`config.mk`:
```
export PLATFORM = sky130hd
export DESIGN_NAME = mmio_io_ctrl_flat
export DESIGN_NICKNAME = d
export VERILOG_FILES = /design/src/rtl/mmio_io_ctrl_if.sv /design/src/rtl/mmio_io_ctrl.sv /design/src/flat_wrapper.sv
export SDC_FILE = /design/constraint.sdc
export NUM_CORES = 1
export LEC_CHECK = 0
export ABC_AREA = 0
export BUFFER_PORTS_ARGS = -buffer_cell sky130_fd_sc_hd__clkbuf_2
export CORE_ASPECT_RATIO = 1.25
export CORE_UTILIZATION = 55
export DETAILED_ROUTE_END_ITERATION = 12
export GPL_TIMING_DRIVEN = 0
export PLACE_DENSITY_LB_ADDON = 0.1
export SLEW_MARGIN = 20
export SYNTH_ARGS = -nofsm -noshare
export SYNTH_HDL_FRONTEND = slang
export SYNTH_HIERARCHICAL = 1
export SYNTH_SLANG_ARGS = --single-unit
```
`constraint.sdc`:
```
create_clock -name CLOCK_50 -period 2.4 [get_ports CLOCK_50]
set_input_delay 0.36 -clock CLOCK_50 [delete_from_list [all_inputs] [get_ports CLOCK_50]]
set_output_delay 0.36 -clock CLOCK_50 [all_outputs]
set_load 0.01 [all_outputs]
```
`src/rtl/mmio_io_ctrl_if.sv`:
```
// Processor data-memory port as seen by the MMIO controller.
// The processor side drives address, store strobe and store data;
// the controller side returns registered load data.
`timescale 1ns/1ps

interface mmio_io_ctrl_if #(
    parameter int DBITS = 32
);
    logic [DBITS-1:0] addr;
    logic             we;
    logic [DBITS-1:0] wdata;
    logic [DBITS-1:0] rdata;

    modport master (
        output addr,
        output we,
        output wdata,
        input  rdata
    );

    modport slave (
        input  addr,
        input  we,
        input  wdata,
        output rdata
    );
endinterface

```
`src/rtl/mmio_io_ctrl.sv`:
```
// Memory-mapped I/O controller for the board peripherals.
// Owns the HEX/LEDR/LEDG output registers, drives six seven-segment
// displays and returns synchronized, debounced KEY/SW state on loads.
// Optional build macro MMIO_KEY_EDGE_CAPTURE_EN adds a sticky,
// write-1-to-clear press-event register in bits [7:4] of the KEY word.
`timescale 1ns/1ps

// Synchronizes and debounces one group of inputs with a shared counter.
module mmio_io_ctrl_debounce #(
    parameter int WIDTH           = 4,
    parameter int DEBOUNCE_CYCLES = 500000,
    parameter int DEBOUNCE_BITS   = 20
) (
    input  logic             clk,
    input  logic             rst,
    input  logic [WIDTH-1:0] raw,
    output logic [WIDTH-1:0] stable,
    output logic [WIDTH-1:0] stable_next
);
    localparam logic [DEBOUNCE_BITS-1:0] CNT_LAST = DEBOUNCE_BITS'(DEBOUNCE_CYCLES - 1);
    localparam logic [DEBOUNCE_BITS-1:0] CNT_ONE  = DEBOUNCE_BITS'(1);

    logic [WIDTH-1:0]         meta_q, meta_d;
    logic [WIDTH-1:0]         sync_q, sync_d;
    logic [WIDTH-1:0]         prev_q, prev_d;
    logic [WIDTH-1:0]         stable_q, stable_d;
    logic [DEBOUNCE_BITS-1:0] cnt_q, cnt_d;

    // Two-flop synchronizer, change detector and acceptance counter.
    always_comb begin
        meta_d   = raw;
        sync_d   = meta_q;
        prev_d   = sync_q;
        stable_d = stable_q;
        cnt_d    = cnt_q;
        if ((sync_q != prev_q) || (sync_q == stable_q)) begin
            // Input moving, or nothing new to accept: restart the window.
            cnt_d = '0;
        end else if (cnt_q == CNT_LAST) begin
            // Held long enough; the compare also keeps the counter from wrapping.
            stable_d = sync_q;
            cnt_d    = '0;
        end else begin
            cnt_d = cnt_q + CNT_ONE;
        end
    end

    // Input-path state; reset discards any change still being qualified.
    always_ff @(posedge clk or posedge rst) begin
        if (rst) begin
            meta_q   <= '0;
            sync_q   <= '0;
            prev_q   <= '0;
            stable_q <= '0;
            cnt_q    <= '0;
        end else begin
            meta_q   <= meta_d;
            sync_q   <= sync_d;
            prev_q   <= prev_d;
            stable_q <= stable_d;
            cnt_q    <= cnt_d;
        end
    end

    assign stable      = stable_q;
    assign stable_next = stable_d;
endmodule

module mmio_io_ctrl #(
    parameter int               DBITS           = 32,
    parameter logic [DBITS-1:0] ADDR_HEX        = 32'hF0000000,
    parameter logic [DBITS-1:0] ADDR_LEDR       = 32'hF0000004,
    parameter logic [DBITS-1:0] ADDR_LEDG       = 32'hF0000008,
    parameter logic [DBITS-1:0] ADDR_KEY        = 32'hF0000010,
    parameter logic [DBITS-1:0] ADDR_SW         = 32'hF0000014,
    parameter int               DEBOUNCE_CYCLES = 500000,
    parameter int               DEBOUNCE_BITS   = 20
) (
    input  logic                 CLOCK_50,
    input  logic                 RESET,
    mmio_io_ctrl_if.slave        bus,
    input  logic [3:0]           KEY,
    input  logic [9:0]           SW,
    output logic [9:0]           LEDR,
    output logic [7:0]           LEDG,
    output logic [6:0]           HEX0,
    output logic [6:0]           HEX1,
    output logic [6:0]           HEX2,
    output logic [6:0]           HEX3,
    output logic [6:0]           HEX4,
    output logic [6:0]           HEX5
);
    // Active-low segments, bit order {g,f,e,d,c,b,a}.
    function automatic logic [6:0] seg7(input logic [3:0] digit);
        logic [6:0] seg;
        case (digit)
            4'h0: seg = 7'b1000000;
            4'h1: seg = 7'b1111001;
            4'h2: seg = 7'b0100100;
            4'h3: seg = 7'b0110000;
            4'h4: seg = 7'b0011001;
            4'h5: seg = 7'b0010010;
            4'h6: seg = 7'b0000010;
            4'h7: seg = 7'b1111000;
            4'h8: seg = 7'b0000000;
            4'h9: seg = 7'b0010000;
            4'hA: seg = 7'b0001000;
            4'hB: seg = 7'b0000011;
            4'hC: seg = 7'b1000110;
            4'hD: seg = 7'b0100001;
            4'hE: seg = 7'b0000110;
            default: seg = 7'b0001110;
        endcase
        return seg;
    endfunction

    logic [23:0]      hex_q, hex_d;
    logic [9:0]       ledr_q, ledr_d;
    logic [7:0]       ledg_q, ledg_d;
    logic [DBITS-1:0] rdata_q, rdata_d;

    logic [3:0]       key_db, key_db_next;
    logic [9:0]       sw_db, sw_db_next_unused;

    logic hit_hex, hit_ledr, hit_ledg, hit_key, hit_sw;

    // Only the low 24 store-data bits ever reach a register.
    wire unused_wdata_hi = ^bus.wdata[DBITS-1:24];

    // Buttons are debounced in pressed=1 polarity so reset reads as released.
    mmio_io_ctrl_debounce #(
        .WIDTH           (4),
        .DEBOUNCE_CYCLES (DEBOUNCE_CYCLES),
        .DEBOUNCE_BITS   (DEBOUNCE_BITS)
    ) u_key_db (
        .clk         (CLOCK_50),
        .rst         (RESET),
        .raw         (~KEY),
        .stable      (key_db),
        .stable_next (key_db_next)
    );

    mmio_io_ctrl_debounce #(
        .WIDTH           (10),
        .DEBOUNCE_CYCLES (DEBOUNCE_CYCLES),
        .DEBOUNCE_BITS   (DEBOUNCE_BITS)
    ) u_sw_db (
        .clk         (CLOCK_50),
        .rst         (RESET),
        .raw         (SW),
        .stable      (sw_db),
        .stable_next (sw_db_next_unused)
    );

    // Full-width address decode; every register lives at exactly one address.
    always_comb begin
        hit_hex  = (bus.addr == ADDR_HEX);
        hit_ledr = (bus.addr == ADDR_LEDR);
        hit_ledg = (bus.addr == ADDR_LEDG);
        hit_key  = (bus.addr == ADDR_KEY);
        hit_sw   = (bus.addr == ADDR_SW);
    end

`ifdef MMIO_KEY_EDGE_CAPTURE_EN
    logic [3:0] key_evt_q, key_evt_d;

    // Sticky press events: W1C from the bus, a new press beats a same-cycle clear.
    always_comb begin
        key_evt_d = key_evt_q;
        if (bus.we && hit_key) begin
            key_evt_d = key_evt_d & ~bus.wdata[7:4];
        end
        key_evt_d = key_evt_d | (key_db_next & ~key_db);
    end

    // Event register state.
    always_ff @(posedge CLOCK_50 or posedge RESET) begin
        if (RESET) begin
            key_evt_q <= '0;
        end else begin
            key_evt_q <= key_evt_d;
        end
    end
`else
    wire unused_key_db_next = ^key_db_next;
`endif

    // Store path into the output registers and load-data select.
    always_comb begin
        hex_d   = hex_q;
        ledr_d  = ledr_q;
        ledg_d  = ledg_q;
        rdata_d = '0;

        if (bus.we && hit_hex)  hex_d  = bus.wdata[23:0];
        if (bus.we && hit_ledr) ledr_d = bus.wdata[9:0];
        if (bus.we && hit_ledg) ledg_d = bus.wdata[7:0];

        // Loads see the register values before any same-cycle store.
        if (hit_hex) begin
            rdata_d[23:0] = hex_q;
        end else if (hit_ledr) begin
            rdata_d[9:0] = ledr_q;
        end else if (hit_ledg) begin
            rdata_d[7:0] = ledg_q;
        end else if (hit_key) begin
`ifdef MMIO_KEY_EDGE_CAPTURE_EN
            rdata_d[7:0] = {key_evt_q, key_db};
`else
            rdata_d[3:0] = key_db;
`endif
        end else if (hit_sw) begin
            rdata_d[9:0] = sw_db;
        end
    end

    // Output registers and registered load data.
    always_ff @(posedge CLOCK_50 or posedge RESET) begin
        if (RESET) begin
            hex_q   <= '0;
            ledr_q  <= '0;
            ledg_q  <= '0;
            rdata_q <= '0;
        end else begin
            hex_q   <= hex_d;
            ledr_q  <= ledr_d;
            ledg_q  <= ledg_d;
            rdata_q <= rdata_d;
        end
    end

    assign bus.rdata = rdata_q;
    assign LEDR      = ledr_q;
    assign LEDG      = ledg_q;
    assign HEX0      = seg7(hex_q[3:0]);
    assign HEX1      = seg7(hex_q[7:4]);
    assign HEX2      = seg7(hex_q[11:8]);
    assign HEX3      = seg7(hex_q[15:12]);
    assign HEX4      = seg7(hex_q[19:16]);
    assign HEX5      = seg7(hex_q[23:20]);
endmodule

```
`src/flat_wrapper.sv`:
```
// flat-port wrapper written by rule: the top's interface ports become plain ports
module mmio_io_ctrl_flat 
#(
    parameter int               DBITS           = 32,
    parameter logic [DBITS-1:0] ADDR_HEX        = 32'hF0000000,
    parameter logic [DBITS-1:0] ADDR_LEDR       = 32'hF0000004,
    parameter logic [DBITS-1:0] ADDR_LEDG       = 32'hF0000008,
    parameter logic [DBITS-1:0] ADDR_KEY        = 32'hF0000010,
    parameter logic [DBITS-1:0] ADDR_SW         = 32'hF0000014,
    parameter int               DEBOUNCE_CYCLES = 500000,
    parameter int               DEBOUNCE_BITS   = 20
)
  (CLOCK_50, RESET, KEY, SW, LEDR, LEDG, HEX0, HEX1, HEX2, HEX3, HEX4, HEX5, bus_addr, bus_we, bus_wdata, bus_rdata);
  mmio_io_ctrl_if #(.DBITS(DBITS)) bus_i ();
  input  logic CLOCK_50;
  input  logic RESET;
  input  logic [3:0] KEY;
  input  logic [9:0] SW;
  output logic [9:0] LEDR;
  output logic [7:0] LEDG;
  output logic [6:0] HEX0;
  output logic [6:0] HEX1;
  output logic [6:0] HEX2;
  output logic [6:0] HEX3;
  output logic [6:0] HEX4;
  output logic [6:0] HEX5;
  input wire logic [$bits(bus_i.addr)-1:0] bus_addr;
  input wire logic [$bits(bus_i.we)-1:0] bus_we;
  input wire logic [$bits(bus_i.wdata)-1:0] bus_wdata;
  output wire logic [$bits(bus_i.rdata)-1:0] bus_rdata;
  assign bus_i.addr = bus_addr;
  assign bus_i.we = bus_we;
  assign bus_i.wdata = bus_wdata;
  assign bus_rdata = bus_i.rdata;
  mmio_io_ctrl #(.DBITS(DBITS), .ADDR_HEX(ADDR_HEX), .ADDR_LEDR(ADDR_LEDR), .ADDR_LEDG(ADDR_LEDG), .ADDR_KEY(ADDR_KEY), .ADDR_SW(ADDR_SW), .DEBOUNCE_CYCLES(DEBOUNCE_CYCLES), .DEBOUNCE_BITS(DEBOUNCE_BITS)) u_core (.CLOCK_50(CLOCK_50), .RESET(RESET), .bus(bus_i), .KEY(KEY), .SW(SW), .LEDR(LEDR), .LEDG(LEDG), .HEX0(HEX0), .HEX1(HEX1), .HEX2(HEX2), .HEX3(HEX3), .HEX4(HEX4), .HEX5(HEX5));
endmodule
```
==> impl_metrics.toml <==
[clocking]
htreeDepth = 4
cts_inserted_buffers = 17
cts_max_path_buffers = 2
cts_hold_buf = 0
clock_latency_ns = 0.43
clkTransAtPathRegs_ns = 0.06
cts_root_buffer = "clkbuf_16"
cts_num_sinks = 162
cts_tree = "done"

[yosys]
synth_most_common_cell = "dfrtp_1"
synth.yosys.seq_area_share_pct = 48.9
ys_warn_count = 6
yosysTopAreaCellShare_pct = 48.9
synthTopCellsByArea = "dfrtp_1 49%, mux2_2 7.3%, ha_1 5.7%, xor2_1 4.1%, nor2_1 3.2%"
async_flop_share_pct = 100
synth_seq_cells = 162
synth_common_cells = "162 x dfrtp_1, 71 x nor2_1, 54 x mux2_2"
synth-edff-count = 0
avgSynthCellArea_um2 = 11.3
yosysUniqueCellTypes = 60
synthCells = 736
synth_area_um2 = 8290
synth_top_flop_cell = "dfrtp_1"
synth_top_area_cell = "dfrtp_1"

[final_layout]
stdcell_count = 1113
fill_cells = 1102
syn_to_final_growth_pct = 20.3
drive_above_1_share_pct = 34.3
nets = 1041
antenna_cells = 0

[power]
irDropWorstVdd_mv = 0.455
p_total_mw = 5.53
seqPwrFrac_pct = 50.6
leakage_nw = 4.75
combPwrFrac_pct = 4.4
swShare_pct = 22.6
pwr-share-clk_pct = 45.0
power_density_nw_per_um2 = 554
p_int_mw = 4.28
power.switching_mw = 1.25

[setup_path]
worstSetupStartpointType = "register"
crit_arrival_ns = 1.96
required_ns = 2.04
worstSetupEndpointType = "output port"
path_max_fanout = 5
path_class = "register to output port"

[timing]
rsz0062_at_grt = "no"
fmax_mhz = 430
setup_viol = 0
period_minus_slack_ns = 2.32
tns_ns = 0
relSlewSlack_pct = 39.1
whs_ns = 0.0201
post-route-period-util_pct = 96.8
timing.final.hold_violations = 0
setup_slack_ns = 0.0759
worstMarginPinSlew_ns = 0.907
finalMaxSlewViolations = 0
fin_skew_ns = 0.00862

[detailed_routing]
via_count = 6282
drcViolationCount = 24
via_per_inst = 5.64
wl_per_cell_um = 17.2
drtIter0Drc = 371
wirelength_mm = 19.1
drtPass1Iterations = 10
antenna_left = 0

[floorplanning]
ios = 173
num_rows = 49
die_w_um = 112
fp.dieArea_um2 = 15600
die_y_um = 139
start_util_pct = 57.1
coreArea_um2 = 14500

[grt]
grt_pass1_vias = 6261
antenna_found_initial = 0
grt_pass1_wl_mm = 31.3
overflow = 0
grt_max_degree = 61
gr-usage-all-layers_pct = 25.8

[placed_design]
numPortBuffers = 155
pre_cts_ws_ns = -0.142
dp.cells = 1077
dp_hpwl_mm = 14.2
gp_congestion = 0.899

[outcome]
violations = "DRC"
status = "finished with violations"

[min_path]
hold_path_class = "primary input to async pin"

[flow_run]
max_cap_viol_count = 0
[power groups by stage]
| stage | clock (mW) | sequential (mW) | combinational [mW] |
|---|---|---|---|
| after global routing | 2.67 | 2.80 | 0.275 |
| after global placement | 0 | 2.84 | 0.234 |
| after detailed placement | 0 | 2.85 | 0.247 |
| final | 2.49 | 2.80 | 0.245 |
| after floorplan | 0 | 2.84 | 0.141 |
| after CTS | 2.54 | 2.80 | 0.249 |
[critical path: stages, from the launching register on]
cell      delay (ns)
dfrtp_2         0.43
inv_2           0.11
ha_2            0.22
nor2b_1         0.07
or3b_2          0.48
o21ai_2         0.08
clkbuf_2        0.15
[path summary, 6_finish.rpt]
| kind | startpoint | to | slack (ns) | cells past startpoint |
|---|---|---|---|---|
| max reg2reg | u_core/u_key_db/cnt_q[0] | u_core/u_key_db/stable[3] | 0.34 | 5 |
| min reg2reg | u_core/u_sw_db/meta_q[0] | u_core/u_sw_db/prev_d[0] | 0.35 | 0 |
| min in group CLOCK_50 | SW[2] | u_core/u_sw_db/meta_q[2] | 0.03 | 1 |
| max | u_core/hex_q[17] | HEX4[0] | 0.08 | 6 |
| min | RESET | u_core/bus.rdata[6] | 0.02 | 2 |
| max in group asynchronous | RESET | u_core/u_key_db/stable[1] | 1.79 | 2 |
[state kept, by name (all words and copies together), names as in the netlist]
signal                  count
u_core/hex_q               24
u_core/u_key_db/meta_q      4
u_core/LEDR                10
u_core/u_sw_db/cnt_q       20
u_core/u_sw_db/stable      10
u_core/u_sw_db/prev_d      10
u_core/u_sw_db/prev_q      10
u_core/LEDG                 8
u_core/bus.rdata           24
u_core/u_key_db/prev_q      4
u_core/u_key_db/prev_d      4
u_core/u_key_db/stable      4
u_core/u_sw_db/meta_q      10
u_core/u_key_db/cnt_q      20
[metrics by stage]
step / util [%] / instance area [µm²]
floorplan: - / 8320
CTS: 68.2 / 9910
global route: 68.7 / 9980
finish: 68.7 / 9980
detailed placement: 64.3 / 9340
global placement: 64.1 / 9320
[per-layer routing]
metal / vias up / wire length [µm] / track usage, %
met4: 0 / 513 / 10.9
met2: 197 / 10300 / 46.9
li1: 2968 / - / -
met5: - / 0 / 0
met1: 3079 / 7270 / 28.8
met3: 38 / 1060 / 6.01
[logic make-up after synthesis]
| kind of cell | share of synthesized area (%) |
|---|---|
| and+or+nand+nor | 16.5 |
| buffers and inverters | 3.88 |
| adders and majority gates | 5.73 |
| other | 0.0452 |
| muxes | 11.6 |
| AOI/OAI and AO/OA | 7.36 |
| xor gates and xnor gates | 6.02 |
| DFF | 48.9 |
[repair_timing]
action	4_1_cts	5_1_grt
pin swaps	0	0
setup buffers	0	4
gates resized for setup	13	20
endpoints found under the setup margin	5	12
[area by class of cell]
type	instances	area, µm²	area share, %
repair buffers	160	826	8.27
plain buffers	39	205	2.06
clock buffers	22	474	4.75
well taps	178	223	2.23
flip-flops and latches	162	4070	40.7
clock inverters	10	73.8	0.740
inverters	32	125	1.25
multi-input cells	510	3990	40.0
[cell usage in the layout, fill, tap and decap left out, types with 11 or more instances in the layout]
cell | synthesis | routed
clkbuf_1 | 20 | 19
inv_1 | 31 | 20
nor3_1 | 27 | 27
xnor2_1 | 18 | 18
ha_1 | 38 | 34
nand2_1 | 33 | 33
xor2_1 | 39 | 39
clkbuf_2 | 0 | 158
nand4_1 | 13 | 13
nand3_1 | 14 | 14
mux2i_1 | 16 | 16
mux2_2 | 54 | 54
o21ai_0 | 14 | 13
nor2_1 | 71 | 71
dfrtp_1 | 162 | 152
nor4_1 | 11 | 11
buf_4 | 11 | 15
clkbuf_16 | 0 | 17
a21oi_1 | 11 | 11
No activity file was read; power rests on OpenSTA's default activity.
